[src/rtl/legv8_mem_sequencer.sv]
// Multi-cycle control sequencer for the LEGv8 datapath with data memory.
// Accepts one decoded operation (LOAD, STORE, ALU, NOP) over valid/ready and
// drives register-file, ALU, tristate and RAM control lines until it retires.
//
//  state  | meaning
//  -------+-------------------------------------------------------------
//  IDLE   | waiting for a request; also emits the one-cycle NOP done
//  ADDR   | address register captures Rn + Rm
//  MEM    | RAM strobes held for MEM_WAIT cycles (read or write)
//  WB     | LOAD only: RAM data written into Rd
//  EXEC   | register ALU op, result written into Rd
module legv8_mem_sequencer #(
   parameter int         MEM_WAIT = 1,
   parameter logic [4:0] FS_ADD   = 5'b01000
) (
   input  logic       clock,
   input  logic       reset,
   input  logic       req_valid,
   output logic       req_ready,
   input  logic [1:0] req_op,
   input  logic [4:0] req_rd,
   input  logic [4:0] req_rn,
   input  logic [4:0] req_rm,
   input  logic [4:0] req_fs,
   input  logic       req_c0,
   input  logic [1:0] req_size,
   output logic       busy,
   output logic       done,
   output logic [4:0] DA,
   output logic [4:0] SA,
   output logic [4:0] SB,
   output logic       W,
   output logic [4:0] FS,
   output logic       C0,
   output logic       EN_ALU,
   output logic       EN_B,
   output logic       EN_ADDR_ALU,
   output logic       chip_select,
   output logic       write_enable,
   output logic       output_enable,
   output logic [1:0] size
);

   localparam logic [1:0] OP_LOAD  = 2'b00;
   localparam logic [1:0] OP_STORE = 2'b01;
   localparam logic [1:0] OP_ALU   = 2'b10;
   localparam logic [1:0] OP_NOP   = 2'b11;

   // A zero wait is promoted to one cycle; the counter is 4 bits wide.
   localparam int         WAIT_EFF  = (MEM_WAIT < 1) ? 1 : ((MEM_WAIT > 15) ? 15 : MEM_WAIT);
   localparam logic [3:0] WAIT_LOAD = 4'(WAIT_EFF - 1);

   typedef enum logic [2:0] {
      S_IDLE,
      S_ADDR,
      S_MEM,
      S_WB,
      S_EXEC
   } state_t;

   state_t     state;
   state_t     state_nx;
   logic [3:0] wait_cnt;
   logic       nop_done;
   logic [1:0] op_q;
   logic [4:0] rd_q;
   logic [4:0] rn_q;
   logic [4:0] rm_q;
   logic [4:0] fs_q;
   logic       c0_q;
   logic [1:0] size_q;
   logic       accept;

   assign accept = req_valid && req_ready;

   // State register, NOP completion flag and MEM wait down-counter.
   always_ff @(posedge clock or posedge reset) begin
      if (reset) begin
         state    <= S_IDLE;
         nop_done <= 1'b0;
         wait_cnt <= '0;
      end else begin
         state    <= state_nx;
         nop_done <= accept && (req_op == OP_NOP);
         if (state == S_ADDR)
            wait_cnt <= WAIT_LOAD;
         else if (state == S_MEM && wait_cnt != 4'd0)
            wait_cnt <= wait_cnt - 4'd1;
      end
   end

   // Request fields are captured only on the accept edge.
   always_ff @(posedge clock or posedge reset) begin
      if (reset) begin
         op_q   <= OP_NOP;
         rd_q   <= '0;
         rn_q   <= '0;
         rm_q   <= '0;
         fs_q   <= '0;
         c0_q   <= 1'b0;
         size_q <= '0;
      end else if (accept) begin
         op_q   <= req_op;
         rd_q   <= req_rd;
         rn_q   <= req_rn;
         rm_q   <= req_rm;
         fs_q   <= req_fs;
         c0_q   <= req_c0;
         size_q <= req_size;
      end
   end

   // Next state and Moore-decoded control outputs.
   always_comb begin
      state_nx      = state;
      busy          = (state != S_IDLE);
      req_ready     = 1'b0;
      done          = 1'b0;
      DA            = '0;
      SA            = '0;
      SB            = '0;
      W             = 1'b0;
      FS            = '0;
      C0            = 1'b0;
      EN_ALU        = 1'b0;
      EN_B          = 1'b0;
      EN_ADDR_ALU   = 1'b0;
      chip_select   = 1'b0;
      write_enable  = 1'b0;
      output_enable = 1'b0;
      size          = '0;
      case (state)
         S_IDLE: begin
            // The NOP done cycle blocks acceptance so done never overlaps an accept.
            done      = nop_done;
            req_ready = !nop_done;
            if (req_valid && !nop_done) begin
               case (req_op)
                  OP_LOAD, OP_STORE: state_nx = S_ADDR;
                  OP_ALU:            state_nx = S_EXEC;
                  default:           state_nx = S_IDLE;
               endcase
            end
         end
         S_ADDR: begin
            SA          = rn_q;
            SB          = rm_q;
            FS          = FS_ADD;
            EN_ADDR_ALU = 1'b1;
            state_nx    = S_MEM;
         end
         S_MEM: begin
            chip_select = 1'b1;
            size        = size_q;
            if (op_q == OP_STORE) begin
               SB           = rm_q;
               EN_B         = 1'b1;
               write_enable = 1'b1;
               if (wait_cnt == 4'd0) begin
                  done     = 1'b1;
                  state_nx = S_IDLE;
               end
            end else begin
               output_enable = 1'b1;
               if (wait_cnt == 4'd0)
                  state_nx = S_WB;
            end
         end
         S_WB: begin
            chip_select   = 1'b1;
            output_enable = 1'b1;
            size          = size_q;
            DA            = rd_q;
            W             = 1'b1;
            done          = 1'b1;
            state_nx      = S_IDLE;
         end
         S_EXEC: begin
            SA       = rn_q;
            SB       = rm_q;
            FS       = fs_q;
            C0       = c0_q;
            EN_ALU   = 1'b1;
            DA       = rd_q;
            W        = 1'b1;
            done     = 1'b1;
            state_nx = S_IDLE;
         end
         default: state_nx = S_IDLE;
      endcase
   end

endmodule

[config.mk]
export PLATFORM = sky130hd
export DESIGN_NAME = legv8_mem_sequencer
export DESIGN_NICKNAME = d
export VERILOG_FILES = /design/src/rtl/legv8_mem_sequencer.sv
export SDC_FILE = /design/constraint.sdc
export NUM_CORES = 1
export LEC_CHECK = 0
export CAP_MARGIN = 20
export CELL_PAD_IN_SITES_DETAIL_PLACEMENT = 0
export CELL_PAD_IN_SITES_GLOBAL_PLACEMENT = 1
export CORE_MARGIN = 10
export CORE_UTILIZATION = 34
export CTS_CLUSTER_DIAMETER = 50
export DETAILED_ROUTE_END_ITERATION = 8
export PLACE_DENSITY = 0.84
export SLEW_MARGIN = 20
export SYNTH_ARGS = -nofsm -noshare
export SYNTH_HDL_FRONTEND = slang
export SYNTH_SLANG_ARGS = --single-unit
[constraint.sdc]
create_clock -name clock -period 2 [get_ports clock]
set_clock_uncertainty 0.1 [all_clocks]
set_input_delay 0.4 -clock clock [delete_from_list [all_inputs] [get_ports clock]]
set_output_delay 0.4 -clock clock [all_outputs]
set_load 0.01 [all_outputs]
# Word level (Yosys, flattened, before mapping)
# Cells that the tools add are included.
[classes]
reduce_logical = 16
add_sub_neg = 1
n_mux = 27
eq_ne = 10
[ops]
columns = ["op", "count"]
rows = [
  ["$pmux W5 S2", 2],
  ["$mux W5", 3],
  ["$mux W3", 4],
  ["$mux W1", 11],
  ["$pmux W3 S3", 1],
  ["$mux W4", 2],
  ["$reduce_or A2 Y1", 4],
  ["$eq A3 B2 Y1 const B", 2],
  ["$pmux W3 S2", 1],
  ["$eq A2 B1 Y1 const B", 2],
  ["$eq A2 B2 Y1 const B", 2],
  ["$logic_and A1 B1 Y1", 4],
  ["$logic_not A4 Y1", 1],
  ["$reduce_bool A4 Y1", 1],
  ["$sub A4 B1 Y4 const B", 1],
  ["$eq A3 B1 Y1 const B", 1],
  ["$eq A3 B3 Y1 const B", 1],
  ["$logic_not A3 Y1", 1],
  ["$pmux W1 S3", 1],
  ["$reduce_bool A3 Y1", 1],
  ["$logic_not A2 Y1", 1],
  ["$mux W2", 1],
  ["$ne A2 B1 Y1 const B", 1],
  ["$ne A2 B2 Y1 const B", 1],
  ["4 further kinds", 4],
]
[totals]
elab_cells = 64
out_inout_bits = 33
inputBits = 28
reg_bits = 33

# Logic depth before layout (Yosys ltp)
[depth]
depth_word = 5
depth_mapped = 5
mapped_depth_nobuf = 5

# Worst setup path after synthesis
# OpenSTA, ideal clock, no wires.
[synth_timing]
path_kind = "register -> output"
from = "register wait_cnt[0]"
to = "output done"
required_time_ps = 1500
t_arrival_ps = 1577
path_slack_ps = -77
path_stages_with_launch = 6
path_buffers = 0
path_cell_list = "dfrtp_1 inv_1 ha_1 or3b_2 o21ba_2 o21ai_0"
[synth_via]
elab_chain_len = 4
[synth_lines]
columns = ["element", "line", "text"]
rows = [
  ["start: declaration", "63", "logic [3:0] wait_cnt;"],
  ["start signal: assignment", "88", "wait_cnt <= wait_cnt - 4'd1;"],
  ["$logic_not A4 Y1", "159", "if (wait_cnt == 4'd0) begin"],
  ["$mux W1", "159", ""],
  ["$mux W1", "155", "if (op_q == OP_STORE) begin"],
  ["$pmux W1 S3", "132", "case (state)"],
  ["end: declaration", "28", "output logic done,"],
]
# Every way passes these cells.

# Final worst setup path
# Ends and elaborated chain as after synthesis.

==> out/results.ini <==
[outcome]
status=finished with violations
violations=setup timing

[route]
ant_nets=0
detail_route.first_pass.iterations=4
drc=0
viasPerCell=4.52
via_count=1369
wire_per_inst_um=15.3
wl_um=4630
drt_iter0_markers=30

[cells_and_area]
drive_gt1_share_pct=58.9
diodes=0
nets=264
fillers=404
final_cells=303
syn_to_final_growth_pct=71.1
stdcell_area_um2=2830

[power]
combPwrFrac_pct=52.1
pwr-share-clk_pct=17.5
p_int_uw=2520
p_seq_share_pct=30.4
swShare_pct=31.7
switchingPower_uw=1170
p_leak_uw=0.00132
p_per_area_nw_per_um2=1300
vdd_drop_max_v=0.000810
p_total_uw=3680

[yosys]
yosysTopAreaCellShare_pct=46.9
synth.area.top_cells=dfrtp_1, mux2_2, and2_1, dfstp_2, o21ai_0
synth_area_um2=1650
yosysSeqAreaShare_pct=50.1
synth.largest_area_cell=dfrtp_1
netlist_instances=137
synth_cell_types=36
synth_seq_cells=33
avgSynthCellArea_um2=12.1
syn_nets=166
synth-warning-count=0

[grt]
grt_pass1_vias=1533
grt_pass1_wl_um=7450
grt_overflow_total=0
grt_max_degree=34
grt_usage_pct=11.3
grt_antenna_before_repair=0

[die]
rows=25
dieArea_um2=8050
io_pins=61
die_w_um=89.7
core_area_um2=4720
start_util_pct=35.0
die_y_um=89.7

[sta]
slew_headroom_pct=70.5
finalHoldViolations=0
rsz0062_at_grt=true
drv_slew=0
fin_crit_sh_pct=111
layout_setup_ws_ns=-0.215
worstMarginPinSlew_ns=0.442
fmax_ghz=0.451
setup_viol=22
layout_min_cycle_time_ns=2.22

[worst_hold_path]
hold_path.class=input pin to async pin

[critical_path]
startpoint_type=flop
path_cells=inv_2, ha_4, or3b_4, o21ba_4, o21ai_2, buf_2
cp_max_fo=4
worst_path_largest_cell_delay_ns=0.39
cp.required_ns=1.50
endpoint_kind=output pin
crit_type=flop to output pin
cp_slowest_cell=dfrtp_1
arrival_ns=1.72

[clock_network]
cts_tree=built
root_buffer=clkbuf_8
clk_pin_slew_ns=0.06
insertion_delay_ns=0.29
cts_max_level=2
clock_path_buffers=2
cts_sinks=33
numCtsBuffers=5
hold_buffers=0

[placement]
portBuffers=60
place_congestion=0.785
placed_area_um2=2500
place_inst=286
place_hpwl_um=3280

[run]
max_cap_violations=0

-- layer usage --
layer	vias to the layer above	GRT usage [%]	routed length [um]
met2	41	18.0	2300
met5	-	0	0
li1	662	-	-
met4	0	4.45	68
met3	6	6.57	440
met1	660	12.0	1820
-- final cells by class --
cell class / count / area, um2 / area share [%]
Timing Repair Buffer: 96 / 907 / 32.1
Clock inverter: 1 / 30.0 / 1.06
Tap cell: 67 / 83.8 / 2.96
Sequential cell: 33 / 830 / 29.3
Inverter: 9 / 41.3 / 1.46
Clock buffer: 7 / 86.3 / 3.05
Multi-Input combinational cell: 90 / 850 / 30.0
-- synthesized netlist by cell type --
cell      instances
a211oi_2          1
a21o_1            1
a21o_2            1
a31oi_1           1
and2_1           17
buf_4             2
buf_6             3
dfrtp_1          31
dfstp_2           2
ha_1              1
inv_1             7
inv_2             2
mux2_2           25
mux2i_1           1
nand2_1           1
nand2b_1          2
nand3_1           1
nand3_4           1
nor2_1            4
nor2_2            1
nor2_4            1
nor2b_1           5
nor3_1            4
nor3b_1           2
nor3b_4           1
nor4_1            1
nor4b_1           1
nor4b_2           1
o211ai_1          3
o21ai_0           7
o21ba_2           1
o31ai_1           1
or2_1             1
or3b_1            1
or3b_2            1
or3b_4            1
-- cell usage in the layout (no fill, tap or decap), types with 2 or more instances in the layout --
cell type,count
inv_2,2
and2_4,16
nor2_1,4
o21ai_0,6
dfstp_2,2
o211ai_1,3
clkdlybuf4s50_1,27
nor3_1,3
or3b_4,2
dfrtp_1,30
clkbuf_8,6
inv_1,5
buf_6,32
mux2_2,25
buf_2,11
buf_12,2
buf_4,21
nor2b_1,5
-- flip-flops by register name, indices dropped and copies added, names as in the netlist --
name and count:
rn_q 5, rm_q 5, nop_done 1, fs_q 5, op_q 2, state 3, c0_q 1, rd_q 5
wait_cnt 4, size_q 2
-- critical path, delay by kind of cell (launching register included) --
kind / cells / cell delay (ns)
AOI/OAI and AO/OA: 2 / 0.30
adders and majority gates: 1 / 0.14
buffers and inverters: 2 / 0.21
DFF: 1 / 0.39
and+or+nand+nor: 1 / 0.39
-- timing repair --
| action | CTS | global route |
|---|---|---|
| setup endpoints to repair | 33 | 31 |
| resized for setup | 160 | 36 |
| setup buffers | 8 | 5 |
| pin swaps | 21 | 6 |
| endpoints found under the hold margin | 0 | 0 |
-- cells by family after synthesis --
kind of cell             synth area share (%)
AO/OA/AOI/OAI                            6.66
buffers and inverters                    5.00
AND/OR/NAND/NOR                          19.8
adder cells (fa/ha/maj)                 0.757
multiplexers                             17.6
flip-flops                               50.1
-- metrics by stage --
| stage | hold slack [ns] | util [%] | setup slack (ns) | TNS [ns] |
|---|---|---|---|---|
| 4_1_cts | 0.400 | 57.8 | -0.271 | -2.67 |
| 3_3_place_gp | 0.378 | 53.0 | -0.440 | -5.69 |
| 5_1_grt | 0.410 | 59.9 | -0.294 | -4.87 |
| 2_1_floorplan | 0.368 | - | 0.00308 | 0 |
| 6_report | 0.395 | 59.9 | -0.215 | -2.65 |
| 3_5_place_dp | 0.385 | 53.0 | -0.498 | -5.82 |
-- power by group through the flow --
stage                     clock network [uW]  logic (uW)  registers (uW)
after floorplan                            0         918            1060
after global placement                     0        1660            1090
after detailed placement                   0        1680            1110
after CTS                                658        1810            1110
after global routing                     694        2080            1150
final                                    645        1920            1120
-- path summary, 6_finish.rpt --
check,start,endpoint,slack [ns],cells past startpoint
setup / recovery,wait_cnt[0],done,-0.22,6
setup reg to reg,state[2],rn_q[3],0.16,7
hold reg to reg,size_q[0],size_q[0],0.40,1
hold / removal,reset,wait_cnt[1],0.40,3
max in group asynchronous,reset,op_q[1],1.07,3
min in group clock,size_q[0],size_q[0],0.40,1
Note: power is estimated with default switching activity, not from simulation.
